--- config.mk ---
export PLATFORM = sky130hd
export DESIGN_NAME = pe_mac_v2
export DESIGN_NICKNAME = d
export VERILOG_FILES = /design/src/rtl/pe_mac_v2_pkg.sv /design/src/rtl/pe_mac_v2_mult_pipe.sv /design/src/rtl/pe_mac_v2.sv
export SDC_FILE = /design/constraint.sdc
export NUM_CORES = 1
export LEC_CHECK = 0
export BUFFER_PORTS_ARGS = -buffer_cell sky130_fd_sc_hd__buf_4
export CORE_MARGIN = 3
export CORE_UTILIZATION = 35
export CTS_BUF_LIST = sky130_fd_sc_hd__clkbuf_8
export DETAILED_ROUTE_END_ITERATION = 6
export SYNTH_ARGS = -nofsm -noshare
export SYNTH_HDL_FRONTEND = slang
export SYNTH_SLANG_ARGS = --single-unit
--- constraint.sdc ---
create_clock -name i_clk -period 4.4 [get_ports i_clk]
set_clock_uncertainty 0.2 [all_clocks]
set_input_delay 0.88 -clock i_clk [delete_from_list [all_inputs] [get_ports i_clk]]
set_output_delay 0.88 -clock i_clk [all_outputs]
set_load 0.02 [all_outputs]
--- src/rtl/pe_mac_v2_pkg.sv ---
// Shared types and arithmetic helpers for the pe_mac_v2 processing element.
// Product width, the tag that travels with each product, and the accumulator add.
package pe_pkg;

    localparam int unsigned ACC_MAX_W = 64;

    function automatic int unsigned PROD_W(input int unsigned data_w);
        return 2 * data_w + 2;
    endfunction

    typedef struct packed {
        logic valid;
        logic clear;
        logic is_signed;
    } pe_tag_t;

    typedef struct packed {
        logic signed [ACC_MAX_W-1:0] sum;
        logic                        ovf;
    } sat_res_t;

    // Operands arrive sign-extended to ACC_MAX_W; acc_w is the real accumulator
    // width (<= ACC_MAX_W). On wrap the caller truncates sum to acc_w bits.
    function automatic sat_res_t sat_add(
        input logic signed [ACC_MAX_W-1:0] acc,
        input logic signed [ACC_MAX_W-1:0] prod,
        input int unsigned                 acc_w,
        input logic                        saturate
    );
        logic signed [ACC_MAX_W:0] sum;
        logic signed [ACC_MAX_W:0] lim;
        sat_res_t                  r;
        sum   = (ACC_MAX_W+1)'(acc) + (ACC_MAX_W+1)'(prod);
        lim   = (ACC_MAX_W+1)'(1) <<< (acc_w - 1);
        r.ovf = (sum >= lim) || (sum < -lim);
        if (r.ovf && saturate) begin
            r.sum = sum[ACC_MAX_W] ? ACC_MAX_W'(-lim) : ACC_MAX_W'(lim - 1);
        end else begin
            r.sum = sum[ACC_MAX_W-1:0];
        end
        return r;
    endfunction

endpackage

--- src/rtl/pe_mac_v2_mult_pipe.sv ---
// Operand extension, multiply and tag pipeline (0, 1 or 2 stages) for pe_mac_v2.
// Maps onto a single DSP slice; the tag rides alongside the product.
module pe_mult_pipe
    import pe_pkg::*;
#(
    parameter int unsigned DATA_W   = 8,
    parameter int unsigned MULT_LAT = 1,
    localparam int unsigned PW      = PROD_W(DATA_W)
) (
    input  logic                 i_clk,
    input  logic                 i_arst,
    input  logic                 i_valid,
    input  logic                 i_clear,
    input  logic                 i_signed,
    input  logic [DATA_W-1:0]    i_a,
    input  logic [DATA_W-1:0]    i_b,
    output pe_tag_t              o_tag,
    output logic signed [PW-1:0] o_prod
);

    pe_tag_t tag_in;

    always_comb begin
        tag_in.valid     = i_valid;
        tag_in.clear     = i_valid & i_clear;
        tag_in.is_signed = i_signed;
    end

    function automatic logic signed [PW-1:0] mul_ext(
        input logic [DATA_W-1:0] a,
        input logic [DATA_W-1:0] b,
        input logic              sgn
    );
        logic signed [DATA_W:0] ax;
        logic signed [DATA_W:0] bx;
        ax = {sgn & a[DATA_W-1], a};
        bx = {sgn & b[DATA_W-1], b};
        return PW'(ax) * PW'(bx);
    endfunction

    generate
        if (MULT_LAT == 0) begin : g_lat0
            logic unused_clk_rst;
            always_comb begin
                unused_clk_rst = i_clk ^ i_arst;
                o_tag          = tag_in;
                o_prod         = mul_ext(i_a, i_b, i_signed);
            end
        end else if (MULT_LAT == 1) begin : g_lat1
            always_ff @(posedge i_clk or posedge i_arst) begin
                if (i_arst) begin
                    o_tag  <= '0;
                    o_prod <= '0;
                end else begin
                    o_tag <= tag_in;
                    if (i_valid) o_prod <= mul_ext(i_a, i_b, i_signed);
                end
            end
        end else begin : g_lat2
            // Raw operands are registered first; extension uses the carried sign tag.
            pe_tag_t           tag1;
            logic [DATA_W-1:0] a1;
            logic [DATA_W-1:0] b1;
            always_ff @(posedge i_clk or posedge i_arst) begin
                if (i_arst) begin
                    tag1   <= '0;
                    a1     <= '0;
                    b1     <= '0;
                    o_tag  <= '0;
                    o_prod <= '0;
                end else begin
                    tag1  <= tag_in;
                    o_tag <= tag1;
                    if (i_valid) begin
                        a1 <= i_a;
                        b1 <= i_b;
                    end
                    if (tag1.valid) o_prod <= mul_ext(a1, b1, tag1.is_signed);
                end
            end
        end
    endgenerate

endmodule

--- src/rtl/pe_mac_v2.sv ---
// Output-stationary systolic PE: forwards operands east/south, accumulates
// signed/unsigned products with optional saturation, and unloads via a shift chain.
module pe_mac_v2
    import pe_pkg::*;
#(
    parameter int unsigned DATA_W   = 8,
    parameter int unsigned ACC_W    = 32,
    parameter int unsigned MULT_LAT = 1,
    parameter int unsigned SATURATE = 1
) (
    input  logic              i_clk,
    input  logic              i_arst,
    input  logic              i_valid,
    input  logic              i_clear,
    input  logic              i_signed,
    input  logic [DATA_W-1:0] i_a,
    input  logic [DATA_W-1:0] i_b,
    output logic [DATA_W-1:0] o_a,
    output logic [DATA_W-1:0] o_b,
    output logic              o_valid,
    output logic              o_clear,
    input  logic              i_drain,
    input  logic              i_y_shift,
    input  logic [ACC_W-1:0]  i_y,
    output logic [ACC_W-1:0]  o_y,
    output logic              o_ovf
);

    localparam int unsigned PW = PROD_W(DATA_W);

    pe_tag_t                 pv_tag;
    logic signed [PW-1:0]    pv_prod;
    logic signed [ACC_W-1:0] acc_q;
    logic signed [ACC_W-1:0] acc_next;
    logic                    ovf_q;
    logic                    ovf_next;
    sat_res_t                add_r;
    logic                    unused_sgn;

    pe_mult_pipe #(
        .DATA_W  (DATA_W),
        .MULT_LAT(MULT_LAT)
    ) u_mult (
        .i_clk   (i_clk),
        .i_arst  (i_arst),
        .i_valid (i_valid),
        .i_clear (i_clear),
        .i_signed(i_signed),
        .i_a     (i_a),
        .i_b     (i_b),
        .o_tag   (pv_tag),
        .o_prod  (pv_prod)
    );

    always_ff @(posedge i_clk or posedge i_arst) begin
        if (i_arst) begin
            o_a     <= '0;
            o_b     <= '0;
            o_valid <= 1'b0;
            o_clear <= 1'b0;
        end else begin
            o_valid <= i_valid;
            o_clear <= i_valid & i_clear;
            if (i_valid) begin
                o_a <= i_a;
                o_b <= i_b;
            end
        end
    end

    always_comb begin
        unused_sgn = pv_tag.is_signed;
        add_r      = sat_add(ACC_MAX_W'(acc_q), ACC_MAX_W'(pv_prod), ACC_W, SATURATE != 0);
        acc_next   = acc_q;
        ovf_next   = ovf_q;
        if (pv_tag.valid) begin
            if (pv_tag.clear) begin
                acc_next = ACC_W'(pv_prod);
                ovf_next = 1'b0;
            end else begin
                acc_next = ACC_W'(add_r.sum);
                ovf_next = ovf_q | add_r.ovf;
            end
        end
    end

    // Drain captures acc_next so a product landing this cycle is included.
    always_ff @(posedge i_clk or posedge i_arst) begin
        if (i_arst) begin
            acc_q <= '0;
            ovf_q <= 1'b0;
            o_y   <= '0;
        end else begin
            acc_q <= acc_next;
            ovf_q <= ovf_next;
            if (i_drain) begin
                o_y <= acc_next;
            end else if (i_y_shift) begin
                o_y <= i_y;
            end
        end
    end

    always_comb begin
        o_ovf = ovf_q;
    end

endmodule

==> reports/summary.log <==
qor: floorplan.io-pin-count 106
qor: routing.antenna_left 0
qor: routing.first_iter_violations 253
qor: floorplan.initial_core_util 35.8%
qor: yosys.post-synth-top-area-cell sky130_fd_sc_hd__dfrtp_1
qor: worst_setup_path.path_max_fanout 3
qor: yosys.synth_edf_count 0
qor: yosys.synth_cells 983
qor: layout.final.fill_count 2557
qor: yosys.dominantRegCellSynth sky130_fd_sc_hd__dfrtp_1
qor: global_route.global_route_met3_utilization 1.96%
qor: worst_setup_path.reg2reg_setup_slack 0.45 ns
qor: floorplan.core_area 26200 µm²
qor: hold_path.worstHoldStart o_b[4]
qor: hold_path.hold_class reg -> reg
qor: power_and_ir_drop.power-per-cell-area 832 nW/µm²
qor: layout.multiInputGateArea 6490 µm²
qor: hold_path.hold_path_end o_b[4]
qor: job.maxCapViolations 0
qor: layout.drive_gt1_share 26.8%
qor: clocking.insertion_delay 0.41 ns
qor: global_route.antenna_found_initial 0
qor: worst_setup_path.crit_path_cell_trace buf_8, nand2_8, or2_4, fa_1, fa_1, inv_1, fa_1, fa_1, inv_1, fa_1, inv_2, ha_4, o21ai_2, nand2b_1, a21o_1, a21o_1, a21o_1, a41o_1, o41ai_2, xnor2_1, a21oi_1
qor: sta.worst_slew_pin_slew 0.914 ns
qor: yosys.seq_area_frac_synth 27.0%
qor: worst_setup_path.r2r.worst_path.cells 13
qor: global_route.use_met2 27.4%
qor: worst_setup_path.worstPathArrival 5.41 ns
qor: yosys.syn-mean-instance-area 9.53 µm²
qor: routing.routed_wl 22300 µm
qor: yosys.syn-num-nets 1179
qor: global_route.gr-total-overflow 0
qor: place.detailed_place_hpwl 17600 µm
qor: sta.post_route_fraction_of_the_period_consumed_by_the_critical_path 122%
qor: sta.final-max-slew-violation-count 0
qor: worst_setup_path.cpMostUsedCell sky130_fd_sc_hd__fa_1
qor: layout.layout.nets 1328
qor: floorplan.dieHeight 170 µm
qor: yosys.synth_warn 0
qor: clocking.cts.reportedPaths.clkPinSlew 0.10 ns
qor: routing.vias 7448
qor: yosys.synth_top_cells_by_area sky130_fd_sc_hd__dfrtp_1 (27%), sky130_fd_sc_hd__fa_1 (15%), sky130_fd_sc_hd__ha_1 (9.3%)
qor: routing.drt-pass1-iter-count 5
qor: status.failed_checks setup timing
qor: clocking.number_of_cts_inserted_buffers 9
qor: power_and_ir_drop.ir_drop 0.340 mV
qor: sta.finalWorstSetupSlack -0.955 ns
qor: worst_setup_path.critical_path.reg2reg.endpoint o_y[20]
qor: layout.areaGrowthSynthToFinish 22.6%
qor: layout.sequential_cell_area 2530 µm²
qor: place.dpl.cell_count 1445
qor: clocking.cts-root-buf sky130_fd_sc_hd__clkbuf_8
qor: yosys.ys_seq_elements 101
qor: worst_setup_path.cp-start-kind input port
qor: worst_setup_path.critical_path.reg2reg.startpoint u_mult.o_prod[0]
qor: clocking.cts_tree done
qor: layout.final_util 43.8%
qor: yosys.post_synth_num_cell_types 65
qor: worst_setup_path.critPathCaptureType flop
qor: layout.finalNonFillerCells 1472
qor: global_route.grt_most_used_layer met2
qor: global_route.grt_start_max_net_pins 66
qor: floorplan.row_count 59
qor: sta.hold_viol 0
qor: status.run_status finished with violations
qor: routing.route.detailed.vias_per_inst 5.06
qor: clocking.cts.hold.buffers_added 0
qor: place.port_buffers 105
qor: layout.antennaDiodeCount 0
qor: sta.layout_min_cycle_time 5.36 ns
qor: global_route.grt_pass1_wl 37400 µm
qor: sta.finalSetupViolCount 10
qor: clocking.clock_path_buffers 2
qor: global_route.globalRouteMet1Util 21.1%
qor: routing.drcViolationCount 0
qor: sta.setup_total_negative_slack -7.17 ns
qor: sta.max_freq 187 MHz
qor: yosys.yosys.area.top_type_share 27.0%
qor: sta.worst_slew_margin_rel 39.1%
qor: clocking.tritoncts_num_sinks 101
qor: yosys.async_flop_share 100%
qor: clocking.cts-htree-levels 3
qor: global_route.groute.usage.overall 15.8%
qor: routing.detail_route.wl_per_cell 15.2 µm
qor: worst_setup_path.worst_path_max_delay_cell sky130_fd_sc_hd__fa_1
qor: floorplan.floorplan.die_area 28800 µm²
qor: hold_path.holdPathStages 1
qor: sta.rsz0062_at_grt true
qor: yosys.post_synth_instance_area 9370 µm²
qor: power_and_ir_drop.power_leakage 5.58 nW
qor: global_route.grt_pass1_vias 7472
qor: sta.hold-worst-slack 0.322 ns
qor: worst_setup_path.path_class in -> reg
qor: floorplan.die_width 170 µm
qor: worst_setup_path.crit_path_max_incr_delay 0.51 ns
qor: power_and_ir_drop.finalPower 0.00956 W
qor: worst_setup_path.wp_data_required 4.46 ns
qor: place.gp_routability_congestion 0.847
## worst max-delay path, delay by kind of cell
kind            cells  cell delay (ns)
fa+ha+maj           6             2.66
compound gates      7             1.10
simple gates        3             0.35
xor+xnor            1             0.15
buf+inv             4             0.24
## cells by family after synthesis
kind of cell | after synthesis | share of synthesized area [%]
XOR/XNOR | 44 | 4.11
flip-flops | 101 | 27.0
AO/OA/AOI/OAI | 219 | 18.0
adder cells (fa/ha/maj) | 141 | 24.5
buffers and inverters | 138 | 5.89
multiplexers | 58 | 6.61
AND/OR/NAND/NOR | 282 | 13.9
## per-layer routing
layer | vias up | wire length, µm
li1 | 3646 | -
met1 | 3662 | 10500
met2 | 118 | 10900
met3 | 22 | 603
met4 | 0 | 323
met5 | - | 0
## state kept, by name (all words and copies together) (netlist names)
| register | flops |
|---|---|
| u_mult.o_tag | 2 |
| u_mult.o_prod | 18 |
| acc_q | 32 |
| o_b | 8 |
| o_y | 32 |
| o_a | 8 |
| o_ovf | 1 |
## Yosys cell counts, types with 3 or more instances
| library cell | n |
|---|---|
| sky130_fd_sc_hd__ha_1 | 70 |
| sky130_fd_sc_hd__o211ai_1 | 4 |
| sky130_fd_sc_hd__a31oi_2 | 4 |
| sky130_fd_sc_hd__nand3_1 | 14 |
| sky130_fd_sc_hd__xnor2_1 | 28 |
| sky130_fd_sc_hd__buf_2 | 3 |
| sky130_fd_sc_hd__buf_6 | 4 |
| sky130_fd_sc_hd__o21ai_2 | 17 |
| sky130_fd_sc_hd__and2_1 | 34 |
| sky130_fd_sc_hd__a21oi_1 | 43 |
| sky130_fd_sc_hd__dfrtp_1 | 101 |
| sky130_fd_sc_hd__clkbuf_1 | 39 |
| sky130_fd_sc_hd__inv_1 | 91 |
| sky130_fd_sc_hd__nor2b_1 | 12 |
| sky130_fd_sc_hd__nand4_1 | 6 |
| sky130_fd_sc_hd__a21o_1 | 45 |
| sky130_fd_sc_hd__o21a_1 | 8 |
| sky130_fd_sc_hd__and3_1 | 8 |
| sky130_fd_sc_hd__nor3_1 | 8 |
| sky130_fd_sc_hd__a31oi_4 | 10 |
| sky130_fd_sc_hd__nor2_1 | 74 |
| sky130_fd_sc_hd__xor2_1 | 16 |
| sky130_fd_sc_hd__o21ai_0 | 30 |
| sky130_fd_sc_hd__a31oi_1 | 15 |
| sky130_fd_sc_hd__mux2i_1 | 27 |
| sky130_fd_sc_hd__nand2b_1 | 7 |
| sky130_fd_sc_hd__nand3b_1 | 3 |
| sky130_fd_sc_hd__a211oi_1 | 9 |
| sky130_fd_sc_hd__fa_1 | 71 |
| sky130_fd_sc_hd__nand2_1 | 106 |
| sky130_fd_sc_hd__mux2_2 | 31 |
| sky130_fd_sc_hd__or2_2 | 3 |
## worst max path at each step
stage / start / endpoint / slack (ns)
after floorplan: i_signed / u_mult.o_prod[17] / -1.18
after global placement: i_signed / u_mult.o_prod[17] / -1.39
after detailed placement: i_signed / u_mult.o_prod[17] / -1.50
after CTS: i_signed / u_mult.o_prod[16] / -0.98
after global routing: i_signed / u_mult.o_prod[17] / -1.21
final: i_signed / u_mult.o_prod[17] / -0.96
## repair_timing
action,CTS,global route
gates resized for setup,20,18
pin swaps,15,9
setup buffers,9,5
setup endpoints to repair,10,11
hold endpoints to repair,0,0
## report_power, final
part / total, W / switching [W] / leakage, nW / internal (W)
Sequential: 0.00162 / 0.000286 / 1.18 / 0.00134
Combinational: 0.00728 / 0.00393 / 4.30 / 0.00336
Clock: 0.000652 / 0.000375 / 0.105 / 0.000277
## layout by cell type, fill, tap and decap left out, drive strengths merged, types with 4 or more instances in the layout
| master | instances |
|---|---|
| a31oi | 29 |
| dfrtp | 101 |
| o21ai | 48 |
| nor2 | 74 |
| and2 | 34 |
| o21a | 8 |
| a21oi | 44 |
| nor3 | 8 |
| mux2i | 27 |
| nand3 | 14 |
| and3 | 8 |
| nor2b | 12 |
| a211oi | 9 |
| fa | 71 |
| buf | 185 |
| nand2 | 106 |
| a21o | 45 |
| clkbuf | 9 |
| inv | 94 |
| mux2 | 31 |
| xor2 | 16 |
| nand4 | 6 |
| xnor2 | 28 |
| o211ai | 4 |
| nand2b | 7 |
| ha | 70 |
## cell type report
class / count / area share (%)
clock buffers: 9 / 1.08
well taps: 335 / 3.65
inverters: 91 / 2.99
multi-input cells: 744 / 56.5
flip-flops and latches: 101 / 22.0
repair buffers: 185 / 13.0
clock inverters: 7 / 0.795
## stage by stage
stage / setup slack, ns / cell area, µm²
2_1_floorplan: -1.18 / 9610
3_3_place_gp: -1.39 / 11000
3_5_place_dp: -1.50 / 11000
4_1_cts: -0.983 / 11400
5_1_grt: -1.21 / 11500
6_report: -0.955 / 11500
No activity file was read; power rests on OpenSTA's default activity.
